[config.mk]
export PLATFORM = sky130hd
export DESIGN_NAME = wave_capture
export DESIGN_NICKNAME = d
export VERILOG_FILES = /design/src/rtl/wave_capture.sv
export SDC_FILE = /design/constraint.sdc
export NUM_CORES = 1
export LEC_CHECK = 0
export BUFFER_PORTS_ARGS = -buffer_cell sky130_fd_sc_hd__buf_2
export CAP_MARGIN = 25
export CORE_MARGIN = 2
export CORE_UTILIZATION = 30
export DETAILED_ROUTE_END_ITERATION = 7
export RECOVER_POWER = 25
export SLEW_MARGIN = 30
export SYNTH_ARGS = -nofsm -noshare
export SYNTH_HDL_FRONTEND = slang
export SYNTH_SLANG_ARGS = --single-unit
[constraint.sdc]
create_clock -name clk -period 1.7 [get_ports clk]
set_clock_uncertainty 0.15 [all_clocks]
set_input_delay 0.17 -clock clk [delete_from_list [all_inputs] [get_ports clk]]
set_output_delay 0.17 -clock clk [all_outputs]
set_load 0.01 [all_outputs]
[src/rtl/wave_capture.sv]
// wave_capture: zero-crossing-triggered capture of audio samples into a double-buffered display RAM.
// Optional build macro WAVE_CAPTURE_DECIMATE_EN stores every second sample after the trigger.
`default_nettype none

module wave_capture #(
  parameter int SAMPLES_LOG2 = 8
) (
  input  logic                    clk,
  input  logic                    reset,
  input  logic                    new_sample_ready,
  input  logic [15:0]             new_sample_in,
  input  logic                    wave_display_idle,
  output logic [SAMPLES_LOG2:0]   write_address,
  output logic                    write_enable,
  output logic [7:0]              write_sample,
  output logic                    read_index
);

  typedef enum logic [1:0] {
    ARMED  = 2'd0,
    ACTIVE = 2'd1,
    WAIT   = 2'd2
  } state_t;

  localparam logic [SAMPLES_LOG2-1:0] LAST_COUNT = '1;

  state_t                  state;
  logic [SAMPLES_LOG2-1:0] count;
  logic                    prev_neg;
  logic                    trigger;
  logic [7:0]              sample_ob;
`ifdef WAVE_CAPTURE_DECIMATE_EN
  logic                    phase;
`endif

  assign trigger   = new_sample_ready && prev_neg && !new_sample_in[15];
  assign sample_ob = {~new_sample_in[15], new_sample_in[14:8]};

  always_ff @(posedge clk) begin
    if (reset) begin
      state         <= ARMED;
      count         <= '0;
      prev_neg      <= 1'b0;
      read_index    <= 1'b0;
      write_enable  <= 1'b0;
      write_address <= '0;
      write_sample  <= '0;
`ifdef WAVE_CAPTURE_DECIMATE_EN
      phase         <= 1'b0;
`endif
    end else begin
      write_enable <= 1'b0;
      if (new_sample_ready) begin
        prev_neg <= new_sample_in[15];
      end
      case (state)
        ARMED: begin
          if (trigger) begin
            write_enable  <= 1'b1;
            write_address <= {~read_index, {SAMPLES_LOG2{1'b0}}};
            write_sample  <= sample_ob;
            count         <= {{(SAMPLES_LOG2-1){1'b0}}, 1'b1};
            state         <= ACTIVE;
`ifdef WAVE_CAPTURE_DECIMATE_EN
            phase         <= 1'b0;
`endif
          end
        end
        ACTIVE: begin
          if (new_sample_ready) begin
`ifdef WAVE_CAPTURE_DECIMATE_EN
            // Odd-numbered strobes after the trigger are skipped.
            phase <= ~phase;
            if (phase) begin
`else
            begin
`endif
              write_enable  <= 1'b1;
              write_address <= {~read_index, count};
              write_sample  <= sample_ob;
              count         <= count + 1'b1;
              if (count == LAST_COUNT) begin
                state <= WAIT;
              end
            end
          end
        end
        WAIT: begin
          // Triggers are not evaluated here, even on the cycle that re-arms.
          if (wave_display_idle) begin
            read_index <= ~read_index;
            state      <= ARMED;
          end
        end
        default: begin
          state <= ARMED;
        end
      endcase
    end
  end

endmodule

`default_nettype wire

==> results of run 1 <==
[power groups by stage]
| stage | combinational [mW] | clock (mW) | sequential, mW |
|---|---|---|---|
| finish | 0.0964 | 0.899 | 0.720 |
| global route | 0.109 | 0.944 | 0.720 |
| CTS | 0.0997 | 0.920 | 0.719 |
| detailed placement | 0.0871 | 0 | 0.735 |
| global placement | 0.0870 | 0 | 0.735 |
| floorplan | 0.0443 | 0 | 0.737 |
[layer usage]
metal | vias to the layer above | global-route usage, % | wire length, um
met5 | - | 0 | 0
met4 | 0 | 9.25 | 91
met3 | 9 | 4.00 | 153
met2 | 36 | 21.9 | 1220
met1 | 533 | 18.0 | 1410
li1 | 596 | - | -
[stage by stage]
step           instance area [sq um]  hold WS [ps]
6_report                        1680          14.8
5_1_grt                         1680          38.0
4_1_cts                         1690          7.96
3_5_place_dp                    1480           270
3_3_place_gp                    1480           264
2_1_floorplan                   1220           156
[critical path: cells and delay by family (launching register included)]
family | cells | cell delay, ps
AOI/OAI and AO/OA | 1 | 240
DFF | 1 | 380
and+or+nand+nor | 3 | 720
[flip-flops by register name, summed over array words and instances, names as in the netlist]
signal and flops:
write_address 9, count 8, write_sample 8, state 2
prev_neg 1, read_index 1, write_enable 1
[cell type report]
class	instances	share of cell area, %
sequential	30	35.9
multi-input combinational	107	34.4
timing repair buffer	45	17.4
clock buffer	6	4.93
tap	50	3.73
clock inverter	2	3.58
[cells in the final DEF, fill, tap and decap left out, types with 3 or more instances in the layout]
master	netlist	routed
sky130_fd_sc_hd__clkbuf_8	0	6
sky130_fd_sc_hd__buf_2	4	19
sky130_fd_sc_hd__nand2_1	27	27
sky130_fd_sc_hd__buf_4	1	6
sky130_fd_sc_hd__o21ai_0	5	5
sky130_fd_sc_hd__nand3b_1	3	3
sky130_fd_sc_hd__a21oi_1	22	22
sky130_fd_sc_hd__nor2_1	10	10
sky130_fd_sc_hd__clkbuf_1	4	11
sky130_fd_sc_hd__dfxtp_1	30	29
sky130_fd_sc_hd__nand3_1	9	9
sky130_fd_sc_hd__dlygate4sd3_1	0	7
[what timing repair did]
item                       in CTS  in global routing
resized for setup               0                  1
hold endpoints to repair        7                  0
setup endpoints to repair       0                  4
hold buffers                    7                  0
[logic make-up after synthesis]
family | after synthesis
compound gates | 36
simple gates | 67
buf+inv | 9
xor+xnor | 2
flops | 30
mux | 1
fa+ha+maj | 1
[how the worst max path moves through the flow]
stage / from / end / slack, ps / depth (start not counted)
global placement: state[0]$_SDFFE_PP0P_ / count[5]$_SDFFE_PP0P_ / 160 / 4
detailed placement: state[0]$_SDFFE_PP0P_ / count[5]$_SDFFE_PP0P_ / 160 / 4
CTS: state[0]$_SDFFE_PP0P_ / count[5]$_SDFFE_PP0P_ / 140 / 4
finish: count[1]$_SDFFE_PP0P_ / count[7]$_SDFFE_PP0P_ / 120 / 4
global route: count[1]$_SDFFE_PP0P_ / count[7]$_SDFFE_PP0P_ / 30 / 4
floorplan: state[1]$_SDFFE_PP0P_ / count[4]$_SDFFE_PP0P_ / 220 / 4
==> run_results.csv, run 1 <==
group,metric,value,unit
pwr,ir_worst_vdd,0.390,mV
finish,multi_input_comb_area,577,sq um
logic_synthesis,synth_enable_flop_cells,0,
run,max-cap-violations,0,
placed_design,number_of_i_o_port_buffers,30,
logic_synthesis,synth.most_common_cell,"sky130_fd_sc_hd__dfxtp_1",
worst_setup_path,critPathArrivalTime,1620,ps
clock_tree,cts_buf_count,5,
placed_design,placedCellCount,225,
floorplan,design.core.area,3940,sq um
clock_tree,tritoncts,"yes",
floorplan,initial_core_util,30.9,%
worst_setup_path,timing.rr.end,"count[7]$_SDFFE_PP0P_",
logic_synthesis,ys_warn_count,0,
pwr,power.share.sequential,41.9,%
routing,routed_wl,2880,um
logic_synthesis,post_synth_num_cell_types,35,
routing,drc_errors,0,
sta,final_period_minus_worst_setup_slack,1580,ps
floorplan,design.die.area,4590,sq um
floorplan,top_level_ports,39,
finish,finalNonFillerCells,240,
worst_setup_path,cpMaxStageDelayCell,"sky130_fd_sc_hd__dfxtp_1",
routing,routedWlPerCell,12.0,um
clock_tree,ctsHtreeMaxLevel,2,
logic_synthesis,synth.area.mux_share,0.821,%
finish,area.growth.synth_to_final,37.3,%
logic_synthesis,synth_compound_area_share,17.0,%
global_routing,first_global_vias,1088,
logic_synthesis,synthesis.nets,167,
logic_synthesis,synthesis.area,1220,sq um
floorplan,placement_rows,23,
global_routing,grt_pass1_wl,4870,um
sta,final_max_slew_viol_count,0,
sta,tns,0,ps
logic_synthesis,yosys.area_share.xor_xnor,1.44,%
pwr,power_switching_share,19.4,%
clock_tree,cts.root.buffer_cell,"sky130_fd_sc_hd__clkbuf_8",
hold_path,min_from,"new_sample_in[15]",
pwr,power.density_cell_area,1020,nW/um^2
finish,fillCellCount,410,
worst_setup_path,worstPathMaxFanout,5,
finish,num-nets-final,210,
worst_setup_path,reg2reg_depth,4,
worst_setup_path,critical-path-max-stage-delay,380,ps
finish,share_of_final_layout_standard_cells_stronger_than_drive_strength_1,20.0,%
routing,drtIter0Drc,36,
finish,number_of_antenna_cells_inserted,0,
floorplan,dieWidth,67.8,um
pwr,power_frac_comb,5.6,%
global_routing,grt_start_max_net_pins,31,
finish,postLayoutCoreUtil,42.5,%
logic_synthesis,synth_simple_gate_area_share,27.0,%
sta,post-route-period-util,92.7,%
sta,final_setup_violation_count,0,
hold_path,hold-path-endpoint,"prev_neg$_SDFFE_PP0P_",
sta,hold_violations,0,
status,outcome,"finished, final reports clean",
routing,vias,1174,
pwr,total_leakage_power,0.638,nW
pwr,post-layout-total-power,1.72,mW
sta,worstMarginPinSlew,550,ps
logic_synthesis,synth_top_family_by_area,"simple AND/OR/NAND/NOR gates",
logic_synthesis,synth_sequential_area_ratio,49.2,%
hold_path,worstHoldPathType,"input port to register",
logic_synthesis,synth-adder-area-share,1.03,%
clock_tree,clk_path_buf_depth,2,
sta,grt_setup_unrepaired,"no",
sta,setup_ws_final,125,ps
pwr,power_report.internal_total,1.38,mW
sta,timing.fmax,635,MHz
logic_synthesis,post_synth_inst_count,146,
clock_tree,clock_latency,290,ps
logic_synthesis,synth.ff_latch_count,30,
hold_path,worst_hold_path.num_cells,3,
floorplan,floorplan.die.height,67.8,um
placed_design,dp_worst_slack,156,ps
routing,dr.pass1.iters,4,
global_routing,grt_overflow,0,
placed_design,globalplace.congestion,0.751,
logic_synthesis,post_synth.cell_area_avg,8.36,sq um
logic_synthesis,yosys-top-cells-area,"sky130_fd_sc_hd__dfxtp_1, sky130_fd_sc_hd__a21oi_1, sky130_fd_sc_hd__nand2_1",
logic_synthesis,synth-async-reset-ratio,0,%
worst_setup_path,startpoint_of_the_worst_slack_reg_to_reg_timing_path,"count[1]$_SDFFE_PP0P_",
pwr,net-switching-power,0.333,mW
routing,via_per_inst,4.89,
clock_tree,tritoncts_num_sinks,30,
global_routing,groute.usage.overall,14.5,%
logic_synthesis,synth_flop_cell,"sky130_fd_sc_hd__dfxtp_1",
finish,final-seq-area,602,sq um
logic_synthesis,synth.top_cells.by_count,"sky130_fd_sc_hd__dfxtp_1, sky130_fd_sc_hd__nand2_1, sky130_fd_sc_hd__a21oi_1, sky130_fd_sc_hd__nor2_1, sky130_fd_sc_hd__nand3_1",
routing,ant_nets,0,
logic_synthesis,synth.top_cell.area_share,49.2,%
sta,max_slew_margin,63.4,%
worst_setup_path,critical_path_rt,1750,ps
clock_tree,path_clk_slew,60,ps
placed_design,hpwl,1880,um
pwr,clock_power_share,52.4,%
worst_setup_path,critPathCaptureType,"register",
global_routing,antenna_found_initial,0,
clock_tree,postCtsSetupBuffers,0,
worst_setup_path,setup_slack_reg_to_reg,120,ps
worst_setup_path,crit_path_cell_trace,"and4_1 > nand4_1 > or3_1 > a211oi_1",
worst_setup_path,critPathLaunchType,"register",
logic_synthesis,synth_area_leader_cell,"sky130_fd_sc_hd__dfxtp_1",
worst_setup_path,worst-setup-path-type,"register to register",
No activity file was read; power rests on OpenSTA's default activity.
==> inputs of run 2 (changes only) <==
--- a/config.mk
+++ b/config.mk
@@ -8,8 +8,9 @@
 export BUFFER_PORTS_ARGS = -buffer_cell sky130_fd_sc_hd__buf_2
 export CAP_MARGIN = 25
 export CORE_MARGIN = 2
-export CORE_UTILIZATION = 30
+export CORE_UTILIZATION = 45
 export DETAILED_ROUTE_END_ITERATION = 7
+export PLACE_DENSITY = 0.72
 export RECOVER_POWER = 25
 export SLEW_MARGIN = 30
 export SYNTH_ARGS = -nofsm -noshare
==> run 2 against run 1 <==
Effect of this change:
- combinational power is 3.8% lower
- count of clock-buffer cells in the layout is 1 higher
- via count is 2.5% lower
- register-to-register slack worse by 40 ps
- critical path type unchanged
- highest routed layer unchanged
==> run_results.csv, run 2 (synthesis gave the netlist of run 1 again) <==
group,metric,value,unit
pwr,power.share.sequential,57.8,%
clock_tree,clock_latency,330,ps
hold_path,worstHoldPathType,"input port to register",
finish,multi_input_comb_area,581,sq um
finish,final-seq-area,602,sq um
pwr,post-layout-total-power,1.24,mW
finish,num-nets-final,211,
worst_setup_path,worstPathMaxFanout,10,
clock_tree,postCtsSetupBuffers,0,
sta,final_setup_violation_count,0,
worst_setup_path,critPathCaptureType,"register",
finish,max_flop_register,"write_address",
pwr,power_frac_comb,7.5,%
routing,drtIter0Drc,27,
routing,routedWlPerCell,12.0,um
clock_tree,tritoncts,"yes",
routing,drc_errors,0,
finish,most_frequent_cells_in_the_layout,"sky130_fd_sc_hd__dfxtp_1, sky130_fd_sc_hd__nand2_1, sky130_fd_sc_hd__a21oi_1, sky130_fd_sc_hd__buf_2, sky130_fd_sc_hd__clkbuf_1",
worst_setup_path,critPathLaunchType,"register",
sta,max_slew_margin,64.3,%
sta,final_max_slew_viol_count,0,
sta,worstMarginPinSlew,535,ps
pwr,total_leakage_power,0.597,nW
routing,routed_wl,2650,um
routing,dr.pass1.iters,4,
sta,post-route-period-util,95.2,%
placed_design,globalplace.congestion,0.833,
floorplan,top_level_ports,39,
sta,timing.fmax,618,MHz
finish,mostFrequentLayoutCell,"sky130_fd_sc_hd__dfxtp_1",
global_routing,groute.layer.met1.usage,19.5,%
pwr,clock_power_share,34.7,%
floorplan,initial_core_util,48.4,%
pwr,power.density_cell_area,799,nW/um^2
global_routing,grt_pass1_wl,4460,um
worst_setup_path,worst-setup-path-type,"register to register",
global_routing,global_route.usage.met2,32.3,%
worst_setup_path,crit_path_cell_trace,"and2b_4 > o21ai_2 > or4_1 > a21oi_1",
run,max-cap-violations,0,
floorplan,placement_rows,18,
finish,number_of_antenna_cells_inserted,0,
status,outcome,"finished, final reports clean",
placed_design,number_of_i_o_port_buffers,30,
floorplan,dieWidth,56.1,um
placed_design,hpwl,1850,um
pwr,ir_worst_vdd,0.625,mV
finish,area.growth.synth_to_final,27.6,%
floorplan,floorplan.die.height,56.1,um
pwr,power_switching_share,23.2,%
worst_setup_path,critical_path_rt,1820,ps
finish,fillCellCount,243,
global_routing,first_global_vias,1065,
global_routing,grt_start_max_net_pins,31,
clock_tree,path_clk_slew,90,ps
sta,final_period_minus_worst_setup_slack,1620,ps
global_routing,antenna_found_initial,0,
clock_tree,ctsHtreeMaxLevel,2,
global_routing,groute.usage.overall,18.1,%
worst_setup_path,critical-path-max-stage-delay,550,ps
floorplan,design.die.area,3140,sq um
sta,grt_setup_unrepaired,"yes",
routing,via_per_inst,5.18,
clock_tree,clk_path_buf_depth,2,
global_routing,grt_util_met3,6.98,%
routing,vias,1145,
clock_tree,tritoncts_num_sinks,30,
finish,largest_register_ffs,9,
sta,setup_ws_final,82.0,ps
pwr,net-switching-power,0.288,mW
sta,tns,0,ps
clock_tree,cts.root.buffer_cell,"sky130_fd_sc_hd__clkbuf_4",
placed_design,dp_worst_slack,104,ps
global_routing,grt_overflow,0,
worst_setup_path,critPathArrivalTime,1740,ps
routing,ant_nets,0,
worst_setup_path,cpMaxStageDelayCell,"sky130_fd_sc_hd__or4_1",
clock_tree,cts_buf_count,5,
finish,share_of_final_layout_standard_cells_stronger_than_drive_strength_1,20.4,%
floorplan,design.core.area,2520,sq um
sta,hold_violations,0,
finish,layout_top_registers,"write_address x9, count x8, write_sample x8",
global_routing,grt_busiest_layer,"met2",
pwr,power_report.internal_total,0.956,mW
-- run 2: critical path: cells and delay by family, from the launching register on --
kind,cells,cell delay (ps)
flops,1,310
simple gates,2,820
compound gates,2,280
-- run 2: routing by layer --
| metal | share of wire (%) | wire length (um) |
|---|---|---|
| met5 | 0 | 0 |
| met4 | 1.6 | 43 |
| met3 | 6.0 | 160 |
| met2 | 49 | 1310 |
| met1 | 43 | 1140 |
-- run 2: power by group through the flow --
stage | logic, mW | clock network (mW) | registers (mW)
final | 0.0927 | 0.432 | 0.719
after global placement | 0.0787 | 0 | 0.734
after floorplan | 0.0443 | 0 | 0.737
after detailed placement | 0.0804 | 0 | 0.735
after global routing | 0.102 | 0.482 | 0.721
after CTS | 0.0948 | 0.447 | 0.719
-- run 2: metrics by stage --
step                instances  hold slack [ps]  utilization, %  area, sq um
global route              221             22.9            61.7         1560
floorplan                 146              156               -         1220
CTS                       221             18.5            62.1         1570
detailed placement        205              269            56.5         1430
global placement          205              264            56.5         1430
finish                    221             20.5            61.7         1560
-- run 2: final cells by class --
| class | instances | share of cell area (%) |
|---|---|---|
| Sequential cell | 30 | 38.7 |
| Multi-Input combinational cell | 107 | 37.3 |
| Timing Repair Buffer | 46 | 17.8 |
| Clock buffer | 7 | 3.54 |
| Tap cell | 30 | 2.41 |
| Clock inverter | 1 | 0.322 |
-- run 2: worst paths after layout --
path / startpoint / end / slack [ps] / cells past startpoint
hold reg to reg: write_address[7]$_SDFFE_PP0P_ / write_address[7]$_SDFFE_PP0P_ / 300 / 2
setup reg to reg: state[1]$_SDFFE_PP0P_ / count[4]$_SDFFE_PP0P_ / 80 / 4
hold / removal: new_sample_ready / prev_neg$_SDFFE_PP0P_ / 20 / 3
setup / recovery: state[1]$_SDFFE_PP0P_ / count[4]$_SDFFE_PP0P_ / 80 / 4
-- run 2: what timing repair did --
| item | in CTS | in global routing |
|---|---|---|
| hold endpoints to repair | 8 | 0 |
| resized for setup | 0 | 3 |
| hold buffers | 8 | 0 |
| endpoints found under the setup margin | 0 | 2 |
==> inputs of run 3 (changes only) <==
--- a/config.mk
+++ b/config.mk
@@ -8,9 +8,9 @@
 export BUFFER_PORTS_ARGS = -buffer_cell sky130_fd_sc_hd__buf_2
 export CAP_MARGIN = 25
 export CORE_MARGIN = 2
-export CORE_UTILIZATION = 45
+export CORE_UTILIZATION = 44
 export DETAILED_ROUTE_END_ITERATION = 7
-export PLACE_DENSITY = 0.72
+export PLACE_DENSITY = 0.73
 export RECOVER_POWER = 25
 export SLEW_MARGIN = 30
 export SYNTH_ARGS = -nofsm -noshare
==> constraint.sdc (replaced) <==
create_clock -name clk -period 1.33 [get_ports clk]
set_clock_uncertainty 0.15 [all_clocks]
set_input_delay 0.133 -clock clk [delete_from_list [all_inputs] [get_ports clk]]
set_output_delay 0.133 -clock clk [all_outputs]
set_load 0.01 [all_outputs]
==> run 3 against run 2 <==
Effect of this change:
- the flow now finishes with violations (negative setup slack)
- total power rose by 31%
- sequential cell count did not move
- first-iteration DRC count rose by 74%
- wire length rose by 39%
- fmax rose by 3.1%
- register-to-register slack got worse by 320 ps
- largest cell class is now multi-input combinational cells
- sequential share of layout area fell by 6.3 points
- combinational power rose by 83%
- critical path depth did not move
==> run_results.csv, run 3 (synthesis gave the netlist of run 1 again) <==
group,metric,value,unit
placed_design,globalplace.congestion,0.805,
floorplan,floorplan.die.height,56.7,um
routing,met3_layer_wire_length_in_the_routed_design,209,um
routing,dr.pass1.iters,4,
sta,hold_violations,0,
worst_setup_path,critPathArrivalTime,1700,ps
routing,drc_errors,0,
sta,post-route-period-util,118,%
worst_setup_path,critPathCaptureType,"register",
floorplan,placement_rows,19,
clock_tree,cts_buf_count,5,
routing,ant_nets,0,
placed_design,dp_worst_slack,-210,ps
routing,routed_wl,3690,um
finish,area.growth.synth_to_final,54.7,%
worst_setup_path,critPathLaunchType,"register",
floorplan,dieWidth,56.7,um
pwr,ir_worst_vdd,0.866,mV
finish,number_of_antenna_cells_inserted,0,
routing,via_per_inst,5.40,
worst_setup_path,critical-path-max-stage-delay,510,ps
worst_setup_path,reg2reg_depth,4,
placed_design,hpwl,2220,um
pwr,total_leakage_power,0.764,nW
clock_tree,tritoncts,"yes",
worst_setup_path,timing.critical_path.max_delay_family,"simple AND/OR/NAND/NOR gates",
clock_tree,clock_latency,340,ps
run,max-cap-violations,0,
routing,route.met2.wl,1960,um
sta,final_setup_violation_count,25,
sta,grt_setup_unrepaired,"yes",
placed_design,number_of_i_o_port_buffers,30,
finish,mostFrequentLayoutCell,"sky130_fd_sc_hd__nand2_1",
clock_tree,tritoncts_num_sinks,30,
sta,max_slew_margin,77.1,%
worst_setup_path,critical_path_rt,1460,ps
global_routing,grt_overflow,0,
global_routing,grt_start_max_net_pins,31,
global_routing,antenna_found_initial,0,
status,outcome,"finished, violations left",
worst_setup_path,timing.rr.end,"count[4]$_SDFFE_PP0P_",
global_routing,first_global_vias,1231,
sta,fin_worst_hold_slack,18.2,ps
finish,layout_top_registers,"write_address x9, count x8, write_sample x8",
finish,postLayoutCoreUtil,70.2,%
pwr,power.density_cell_area,864,nW/um^2
finish,most_frequent_cells_in_the_layout,"sky130_fd_sc_hd__nand2_1, sky130_fd_sc_hd__buf_2, sky130_fd_sc_hd__dfxtp_1, sky130_fd_sc_hd__buf_4, sky130_fd_sc_hd__a21oi_1",
routing,routedLengthMet1,1390,um
hold_path,min_from,"reset",
finish,fillCellCount,217,
finish,share_of_final_layout_standard_cells_stronger_than_drive_strength_1,40.4,%
global_routing,grt_pass1_wl,5150,um
floorplan,design.core.area,2690,sq um
worst_setup_path,cpMaxStageDelayCell,"sky130_fd_sc_hd__or4_4",
clock_tree,clk_path_buf_depth,2,
hold_path,worstHoldPathType,"input port to register",
pwr,post-layout-total-power,1.63,mW
clock_tree,cts.root.buffer_cell,"sky130_fd_sc_hd__clkbuf_4",
routing,vias,1318,
clock_tree,ctsHtreeMaxLevel,2,
worst_setup_path,worst-setup-path-type,"register to register",
routing,routedWlPerCell,15.1,um
sta,timing.fmax,637,MHz
status,violated_checks,"negative setup slack",
clock_tree,path_clk_slew,90,ps
routing,route.top_layer_used,"met4",
sta,final_period_minus_worst_setup_slack,1570,ps
placed_design,place_area,1590,sq um
floorplan,design.die.area,3210,sq um
floorplan,top_level_ports,39,
finish,num-nets-final,235,
finish,max_flop_register,"write_address",
worst_setup_path,cp.buffers_inverters,0,
hold_path,worst_hold_path.num_cells,3,
sta,final_max_slew_viol_count,0,
hold_path,hold-path-endpoint,"count[1]$_SDFFE_PP0P_",
global_routing,groute.usage.overall,21.0,%
finish,largest_register_ffs,9,
finish,post-route-cell-area,1890,sq um
sta,worstMarginPinSlew,341,ps
floorplan,initial_core_util,45.4,%
worst_setup_path,worstPathMaxFanout,4,
worst_setup_path,crit_path_cell_trace,"ha_2 > nand3_4 > or4_4 > a21oi_2",
sta,setup_ws_final,-240,ps
worst_setup_path,startpoint_of_the_worst_slack_reg_to_reg_timing_path,"count[0]$_SDFFE_PP0P_",
routing,drtIter0Drc,47,
worst_setup_path,setup_slack_reg_to_reg,-240,ps
-- run 3: cell types whose count changed in the layout (fill, tap and decap cells not counted), sizes merged --
cell and change:
clkbuf -7, dlygate4sd3 +1, buf +29, clkinv -1
-- run 3: layout make-up --
type,count,area (sq um),area share (%)
Sequential cell,30,611,32.4
Tap cell,31,38.8,2.06
Timing Repair Buffer,70,514,27.3
Multi-Input combinational cell,107,672,35.6
Clock buffer,6,51.3,2.72
-- run 3: where the power goes --
group          internal [mW]  leakage (nW)  switching (mW)  total (mW)
logic                 0.0895         0.489          0.0803       0.170
clock network          0.238        0.0302           0.306       0.543
registers              0.909         0.246         0.00886       0.918
-- run 3: metrics by stage --
step	TNS, ps	cells
global route	-2890	244
finish	-1150	244
global placement	-350	221
detailed placement	-991	221
CTS	-916	239
floorplan	-723	146
-- run 3: worst reg2reg max path, delay by kind of cell, from the launching register on --
family / cells / cell delay (ps)
AO/OA/AOI/OAI: 1 / 170
adder cells (fa/ha/maj): 1 / 220
flip-flops: 1 / 360
AND/OR/NAND/NOR: 2 / 600
-- run 3: worst max-delay path by stage --
stage,startpoint,endpoint,slack [ps],cells past startpoint
floorplan,state[1]$_SDFFE_PP0P_,count[4]$_SDFFE_PP0P_,-120,4
global placement,state[1]$_SDFFE_PP0P_,count[4]$_SDFFE_PP0P_,-110,4
detailed placement,count[1]$_SDFFE_PP0P_,count[7]$_SDFFE_PP0P_,-210,4
CTS,state[1]$_SDFFE_PP0P_,count[7]$_SDFFE_PP0P_,-160,4
global route,count[1]$_SDFFE_PP0P_,count[4]$_SDFFE_PP0P_,-270,4
finish,count[0]$_SDFFE_PP0P_,count[4]$_SDFFE_PP0P_,-240,4
-- run 3: metal layers --
metal / track usage, % / vias up
met5: 0 / -
met4: 11.2 / 0
met3: 6.45 / 13
met2: 37.5 / 53
met1: 21.6 / 607
li1: - / 645
-- run 3: timing repair --
action,in CTS,in global routing
pin swaps,6,6
endpoints found under the setup margin,24,27
setup buffers,3,5
hold buffers,9,0
endpoints found under the hold margin,8,0
gates resized for setup,7,22
cloned,0,0
